===== config.mk =====
export PLATFORM = sky130hd
export DESIGN_NAME = store_align_unit
export DESIGN_NICKNAME = d
export VERILOG_FILES = /design/src/rtl/store_align_unit.sv
export SDC_FILE = /design/constraint.sdc
export NUM_CORES = 1
export LEC_CHECK = 0
export CELL_PAD_IN_SITES_DETAIL_PLACEMENT = 1
export CELL_PAD_IN_SITES_GLOBAL_PLACEMENT = 2
export CORE_MARGIN = 5
export CORE_UTILIZATION = 26
export CTS_BUF_LIST = sky130_fd_sc_hd__clkbuf_4 sky130_fd_sc_hd__clkbuf_8
export DETAILED_ROUTE_END_ITERATION = 10
export PLACE_DENSITY = 0.85
export SYNTH_ARGS = -nofsm -noshare
export SYNTH_HDL_FRONTEND = slang
export SYNTH_SLANG_ARGS = --single-unit
export TNS_END_PERCENT = 100

===== constraint.sdc =====
create_clock -name clk -period 2.3 [get_ports clk]
set_input_delay 0.23 -clock clk [delete_from_list [all_inputs] [get_ports clk]]
set_output_delay 0.23 -clock clk [all_outputs]
set_load 0.01 [all_outputs]

===== src/rtl/store_align_unit.sv =====
// -----------------------------------------------------------------------------
// store_align_unit
//
// Purpose:
//   Store-side alignment stage between execute/memory and the data-memory
//   write port. An accepted store (address, rs2 data, funct3) is shifted into
//   its byte lanes, given a byte write mask, and issued to memory over a
//   req/ack handshake. A store that crosses a word boundary is issued as two
//   word-aligned beats. Completion or fault is reported back with a one-cycle
//   done pulse.
//
// Parameters:
//   MISALIGN_SPLIT  1: split word-crossing stores into two beats
//                   0: word-crossing stores fault without touching memory
//
// Ports:
//   clk         clock, rising edge
//   rst         synchronous reset, active-high
//   in_valid    store request valid
//   in_ready    unit idle and able to accept a request
//   in_addr     byte address of the store
//   in_data     rs2 value, store data in the low bits
//   in_funct3   000 sb, 001 sh, 010 sw; anything else is illegal
//   mem_req     memory write request
//   mem_addr    word-aligned beat address
//   mem_wdata   lane-aligned beat data
//   mem_wmask   byte enables, bit i = byte lane i (zero when no request)
//   mem_ack     memory accepted the current beat (ignored without mem_req)
//   done_valid  one-cycle pulse: store finished or faulted
//   done_fault  qualifies done_valid: illegal funct3 or unsplittable store
//   busy        unit is not idle
// -----------------------------------------------------------------------------
module store_align_unit #(
  parameter bit MISALIGN_SPLIT = 1'b1
) (
  input  logic        clk,
  input  logic        rst,
  input  logic        in_valid,
  output logic        in_ready,
  input  logic [31:0] in_addr,
  input  logic [31:0] in_data,
  input  logic [2:0]  in_funct3,
  output logic        mem_req,
  output logic [31:0] mem_addr,
  output logic [31:0] mem_wdata,
  output logic [3:0]  mem_wmask,
  input  logic        mem_ack,
  output logic        done_valid,
  output logic        done_fault,
  output logic        busy
);

  typedef enum logic [1:0] {
    S_IDLE = 2'd0,
    S_REQ1 = 2'd1,
    S_REQ2 = 2'd2,
    S_RESP = 2'd3
  } state_t;

  state_t      r_state;
  state_t      w_next;

  // Current beat (drives the memory port directly) and the pending second beat.
  logic [31:0] r_addr;
  logic [31:0] r_wdata;
  logic [3:0]  r_wmask;
  logic [31:0] r_wdata2;
  logic [3:0]  r_wmask2;
  logic        r_split;
  logic        r_fault;

  logic [3:0]  w_size_mask;
  logic        w_legal;
  logic [7:0]  w_mask8;
  logic [63:0] w_data64;
  logic        w_cross;
  logic        w_fault_in;
  logic        w_accept;
  logic        w_beat_ack;

  // Lane shifting over a two-word window: the upper half is the second beat.
  always_comb begin
    w_size_mask = 4'b0000;
    w_legal     = 1'b1;
    case (in_funct3)
      3'b000:  w_size_mask = 4'b0001;
      3'b001:  w_size_mask = 4'b0011;
      3'b010:  w_size_mask = 4'b1111;
      default: w_legal     = 1'b0;
    endcase
  end

  assign w_mask8    = {4'b0000, w_size_mask} << in_addr[1:0];
  assign w_data64   = {32'b0, in_data} << {in_addr[1:0], 3'b000};
  assign w_cross    = |w_mask8[7:4];
  assign w_fault_in = !w_legal || (w_cross && !MISALIGN_SPLIT);
  assign w_accept   = in_valid && (r_state == S_IDLE);
  assign w_beat_ack = mem_ack && ((r_state == S_REQ1) || (r_state == S_REQ2));

  // State register
  always_ff @(posedge clk) begin
    if (rst) begin
      r_state <= S_IDLE;
    end else begin
      r_state <= w_next;
    end
  end

  // Next-state logic
  always_comb begin
    w_next = r_state;
    case (r_state)
      S_IDLE: begin
        if (w_accept) begin
          w_next = w_fault_in ? S_RESP : S_REQ1;
        end
      end
      S_REQ1: begin
        if (mem_ack) begin
          w_next = r_split ? S_REQ2 : S_RESP;
        end
      end
      S_REQ2: begin
        if (mem_ack) begin
          w_next = S_RESP;
        end
      end
      S_RESP:  w_next = S_IDLE;
      default: w_next = S_IDLE;
    endcase
  end

  // Output logic
  always_comb begin
    in_ready   = (r_state == S_IDLE);
    busy       = (r_state != S_IDLE);
    mem_req    = (r_state == S_REQ1) || (r_state == S_REQ2);
    done_valid = (r_state == S_RESP);
    done_fault = (r_state == S_RESP) && r_fault;
    mem_wmask  = mem_req ? r_wmask : 4'b0000;
    mem_addr   = r_addr;
    mem_wdata  = r_wdata;
  end

  // Beat fields: captured once at accept, then swapped to the second beat when
  // the first beat of a split store is acked. Nothing is taken from the inputs
  // after accept, so the port stays stable while a beat waits for its ack.
  always_ff @(posedge clk) begin
    if (rst) begin
      r_addr  <= 32'h0;
      r_wdata <= 32'h0;
      r_wmask <= 4'b0000;
      r_fault <= 1'b0;
    end else if (w_accept) begin
      r_addr  <= {in_addr[31:2], 2'b00};
      r_wdata <= w_data64[31:0];
      r_wmask <= w_mask8[3:0];
      r_fault <= w_fault_in;
    end else if (w_beat_ack && (r_state == S_REQ1) && r_split) begin
      // Wraps naturally from 0xFFFFFFFC to 0x00000000.
      r_addr  <= r_addr + 32'd4;
      r_wdata <= r_wdata2;
      r_wmask <= r_wmask2;
    end
  end

  // Second-beat data only matters after an accept, so it needs no reset.
  always_ff @(posedge clk) begin
    if (w_accept) begin
      r_wdata2 <= w_data64[63:32];
      r_wmask2 <= w_mask8[7:4];
      r_split  <= w_cross;
    end
  end

endmodule


==> results.cfg, run 1 <==
[floorplanning]
core_um2 = 18800
die_h_um = 148
start_util_pct = 26.5
ioPinCount = 144
dieArea_um2 = 22000
rows = 50
die_w_um = 148

[synth]
syn_area_um2 = 4970
synthTopCellsByArea = dfxtp_1 28%, edfxtp_1 17%, a211oi_1 5.1%, nor2_1 5.1%, mux2i_1 5.0%
netlist_instances = 536
synth_mux_area_share_pct = 6.85
synth_xor_area_share_pct = 4.41
synth_cell_type_count = 52
synth_top_family_by_area = simple AND/OR/NAND/NOR gates
yosys_warnings = 0
ys_seq_elements = 97
synth_edf_count = 28
synth_seq_area_share_pct = 44.7
synth_area_leader_cell = dfxtp_1
synthArstFlopShare_pct = 0
synth_compound_area_share_pct = 15.9
avgSynthCellArea_um2 = 9.27
synth-simple-area-share_pct = 22.2
synth_top_area_share_pct = 27.8
synthAdderAreaFrac_pct = 1.26
synth-main-ff-cell = dfxtp_1

[min_path]
hold_depth = 2
min_path_type = input port to flip-flop

[worst_setup_path]
critPathArrivalTime_ns = 2.47
crit_type = flip-flop to flip-flop
critical_path.cell_chain = inv_1 -> ha_1 -> and4_1 -> and4_1 -> nand4_1 -> xor2_1 -> a211oi_1
cp_top_family = simple AND/OR/NAND/NOR gates
cp_num_buf_inv = 1
crit_top_cell = and4_1
r2r_cells = 7
crit_path_max_fanout = 5
crit_required_ns = 2.59
crit_slowest_cell = dfxtp_2
cp-end-kind = flip-flop
worstSetupPathDepth = 7
startpoint_type = flip-flop
slowest_delay_ns = 0.39

[global_routing]
grt_max_degree = 98
grt_pass1_vias = 4981
grt_first_pass_wirelength_um = 27500
gr-total-overflow = 0
grt_usage_pct = 15.8
antenna_found_initial = 1

[timing]
tightest_slew_ns = 0.751
min_period_over_period_pct = 95.0
finClkSkew_ns = 0.0121
setup_viol = 0
slew-limit-headroom_pct = 49.9
drv_slew = 0
fin_tns_setup_ns = 0
rsz0062_at_grt = false
max_freq_ghz = 0.458
period_needed_ns = 2.18
finalHoldViolCount = 0
postLayoutSetupSlackWorst_ns = 0.116

[clock_network]
clkLatencyLatePin_ns = 0.38
cts_num_sinks = 97
cts_setup_buffers = 0
cts_resized = 0
path_clk_slew_ns = 0.09
cts_inserted_buffers = 9
clock_path_buffers = 2
htree_levels = 3
cts-root-buf = clkbuf_8
ctsHoldBuffers = 0
cts_tree = yes

[run_status]
outcome = finished, final reports clean

[place]
place_congestion = 0.805
placedCellCount = 886
placement.cell_area_um2 = 6670
dp_slack_ns = 0.0332
dp.final_hpwl_um = 12900
port_buffers = 141

[pwr]
p_clk_share_pct = 19.5
p_sw_share_pct = 35.7
p_leak_nw = 2.52
power_frac_seq_pct = 41.1
cellInternalPower_mw = 3.89
ir_worst_vdd_uv = 393
switchingPower_mw = 2.16
comb_power_share_pct = 39.4
power_density_nw_per_um2 = 881

[finish]
fillers = 2170
layout.nets = 739
post-route-cell-area_um2 = 6880
diodes = 0
stdcell_count = 902
drive_gt1_share_pct = 8.98
final_common_cell = clkdlybuf4s50_1
seq_area_um2 = 2220
final_cell_mix = 139 x clkdlybuf4s50_1, 67 x nor2_1, 67 x dfxtp_1
syn_to_final_growth_pct = 38.4
multi_input_area_um2 = 2530

[detailed_routing]
drt_pass1_iterations = 4
viasPerCell = 5.14
wire_per_inst_um = 19.6
drt_wl_total_um = 17700
vias = 4637
antenna_left = 0
drc = 0
drtIter0Drc = 198

[job]
maxCapViolations = 0
[synth_stat cells, types with 5 or more instances]
cell type  instances
buf_1              5
buf_2              9
xor2_1            17
mux2_2             8
edfxtp_1          28
nand3_1           19
a221oi_1           8
mux2i_1           25
clkbuf_1          27
and2_1             6
and4_1             6
dfxtp_1           69
nor3_1            13
ha_1               5
and3_1            18
nand4_1           14
a22o_1             7
a211oi_1          34
a311oi_1          10
xnor2_1            8
nor2_1            67
nand2_1           55
o22a_1             8
a21oi_1           11
o21ai_0           12
[power groups by stage]
stage	combinational (mW)	sequential, mW	clock, mW
2_1_floorplan	1.12	2.56	0
3_3_place_gp	2.33	2.50	0
3_5_place_dp	2.41	2.53	0
4_1_cts	2.42	2.49	1.23
5_1_grt	2.61	2.54	1.29
6_report	2.38	2.49	1.18
[cells by family after synthesis]
family,Yosys count
AO/OA/AOI/OAI,107
XOR/XNOR,25
flip-flops,97
multiplexers,33
adder cells (fa/ha/maj),5
AND/OR/NAND/NOR,217
buffers and inverters,51
other,1
[state kept, by name, summed over array words and instances, names as in the netlist]
name,count
mem_wdata,32
mem_addr,30
r_wdata2,24
r_wmask,4
r_wmask2,3
r_state,2
r_fault,1
r_split,1
[path summary, 6_finish.rpt]
path	start	to	slack (ns)
setup / recovery	r_state[0]	mem_addr[14]	0.12
hold / removal	rst	mem_addr[12]	0.26
setup reg to reg	r_state[0]	mem_addr[14]	0.12
hold reg to reg	r_wmask[3]	r_wmask[3]	0.48
[per-layer routing]
layer  vias up  track usage, %  wire length (um)
li1       2211               -                 -
met1      2243            20.0              7800
met2       159            26.4              8220
met3        22            4.54              1350
met4         2            4.48               267
met5         -               0                13
[cell type report]
| class | count | share of cell area, % |
|---|---|---|
| clock buffer | 12 | 2.22 |
| clock inverter | 4 | 0.746 |
| inverter | 5 | 0.273 |
| multi-input combinational | 389 | 36.9 |
| sequential | 97 | 32.4 |
| tap | 234 | 4.26 |
| timing repair buffer | 161 | 23.3 |
[metrics by stage]
step	hold slack [ns]	util, %	total power [mW]
floorplan	0.371	-	3.67
global placement	0.459	35.5	4.83
detailed placement	0.461	35.5	4.93
CTS	0.240	36.6	6.14
global route	0.266	36.6	6.44
finish	0.260	36.6	6.06
Power figures use the tool's default switching activity.
==> inputs of run 2 (changes only) <==
--- a/config.mk
+++ b/config.mk
@@ -11,6 +11,7 @@
 export CORE_UTILIZATION = 26
 export CTS_BUF_LIST = sky130_fd_sc_hd__clkbuf_4 sky130_fd_sc_hd__clkbuf_8
 export DETAILED_ROUTE_END_ITERATION = 10
+export GPL_ROUTABILITY_DRIVEN = 1
 export PLACE_DENSITY = 0.85
 export SYNTH_ARGS = -nofsm -noshare
 export SYNTH_HDL_FRONTEND = slang
==> results of run 2 <==
No change in the layout: final DEF, timing and power equal those of run 1.
==> inputs of run 3 (changes only) <==
--- a/config.mk
+++ b/config.mk
@@ -9,7 +9,7 @@
 export CELL_PAD_IN_SITES_GLOBAL_PLACEMENT = 2
 export CORE_MARGIN = 5
 export CORE_UTILIZATION = 26
-export CTS_BUF_LIST = sky130_fd_sc_hd__clkbuf_4 sky130_fd_sc_hd__clkbuf_8
+export CTS_CLUSTER_SIZE = 14
 export DETAILED_ROUTE_END_ITERATION = 10
 export GPL_ROUTABILITY_DRIVEN = 1
 export PLACE_DENSITY = 0.85
==> results.cfg, run 3 (synthesis gave the netlist of run 1 again) <==
[detailed_routing]
drt_wl_total_um = 17700
drtIter0Drc = 223
drc = 0
viasPerCell = 5.18
antenna_left = 0
drt_pass1_iterations = 4
vias = 4675
wire_per_inst_um = 19.6

[global_routing]
grt_max_degree = 98
grt_pass1_vias = 4995
gr-total-overflow = 0
antenna_found_initial = 1
grt_usage_pct = 16.0
grt_first_pass_wirelength_um = 27600

[job]
maxCapViolations = 0

[min_path]
min_path_type = input port to flip-flop
hp-start = rst

[timing]
finalHoldViolCount = 0
finClkSkew_ns = 0.00749
setup_viol = 0
rsz0062_at_grt = false
postLayoutSetupSlackWorst_ns = 0.130
min_period_over_period_pct = 94.3
max_freq_ghz = 0.461
fin_tns_setup_ns = 0
tightest_slew_ns = 0.768
drv_slew = 0
slew-limit-headroom_pct = 48.7
period_needed_ns = 2.17
hold_ws_ns = 0.283

[finish]
stdcell_count = 902
fin_util_pct = 37.1
largest_reg_flops = 32
drive_gt1_share_pct = 8.68
seq_area_um2 = 2220
post-route-cell-area_um2 = 6970
multi_input_area_um2 = 2540
layout.nets = 739
diodes = 0
fillers = 2159
final_cell_mix = 139 x clkdlybuf4s50_1, 68 x dfxtp_1, 67 x nor2_1
final_common_cell = clkdlybuf4s50_1
syn_to_final_growth_pct = 40.3

[worst_setup_path]
critPathArrivalTime_ns = 1.94
worstReg2RegStart = r_state[1]
crit_type = flip-flop to output pin
cp-end-kind = output pin
reg2reg_to = mem_addr[14]
setup.worst_path.end = mem_wmask[1]
r2r_slack_ns = 0.17
startpoint_type = flip-flop
crit_required_ns = 2.07
startpoint = r_state[1]
r2r_cells = 7
crit_path_max_fanout = 7

[pwr]
power_density_nw_per_um2 = 922
ir_worst_vdd_uv = 400
p_leak_nw = 2.56
power.total_mw = 6.43

[run_status]
outcome = finished, final reports clean

[clock_network]
cts_resized = 0
clkLatencyLatePin_ns = 0.36
htree_levels = 3
clock_path_buffers = 2
cts_setup_buffers = 0
cts_num_sinks = 97
path_clk_slew_ns = 0.07
cts_inserted_buffers = 9
ctsHoldBuffers = 0
cts-root-buf = clkbuf_16
cts_tree = yes

[floorplanning]
die_h_um = 148
start_util_pct = 26.5
rows = 50
die_w_um = 148
ioPinCount = 144
core_um2 = 18800
dieArea_um2 = 22000

[place]
placedCellCount = 886
dp_slack_ns = 0.0332
place_congestion = 0.805
dp.final_hpwl_um = 12900
placement.cell_area_um2 = 6670
port_buffers = 141
==> run 3: changes by cell type in the layout (fill, tap and decap cells not counted), moves of 2 or more <==
cell | before | now
clkbuf_4 | 2 | 0
clkbuf_1 | 0 | 2
clkbuf_16 | 0 | 9
clkbuf_8 | 10 | 1
==> run 3: worst min-delay path by stage <==
stage | to | depth (start not counted)
2_1_floorplan | mem_wdata[0] | 2
3_3_place_gp | mem_wdata[28] | 2
3_5_place_dp | r_wmask[3] | 2
4_1_cts | mem_addr[12] | 2
5_1_grt | mem_addr[12] | 2
6_report | mem_addr[12] | 2
==> run 3: power by group <==
| group | total [mW] | switching (mW) | internal, mW |
|---|---|---|---|
| registers | 2.49 | 0.312 | 2.18 |
| logic | 2.38 | 1.23 | 1.15 |
| clock network | 1.55 | 0.676 | 0.878 |
| total | 6.43 | 2.22 | 4.21 |
==> run 3: final cells by class <==
type | count | area share [%]
Multi-Input combinational cell | 389 | 36.4
Inverter | 5 | 0.269
Clock inverter | 4 | 0.736
Timing Repair Buffer | 161 | 23.0
Tap cell | 234 | 4.20
Clock buffer | 12 | 3.54
Sequential cell | 97 | 31.9
==> run 3: worst max-delay path: stages (launching register included) <==
cell and delay, ns:
dfxtp_1 0.39, inv_1 0.10, ha_1 0.30, buf_4 0.14, and2_1 0.13, clkdlybuf4s50_1 0.53
==> run 3: metal layers <==
| metal | global-route usage, % | part of all wire, % |
|---|---|---|
| met1 | 20.1 | 43 |
| met2 | 26.5 | 46 |
| met3 | 4.45 | 8.6 |
| met4 | 5.13 | 1.7 |
| met5 | 0 | 0.040 |
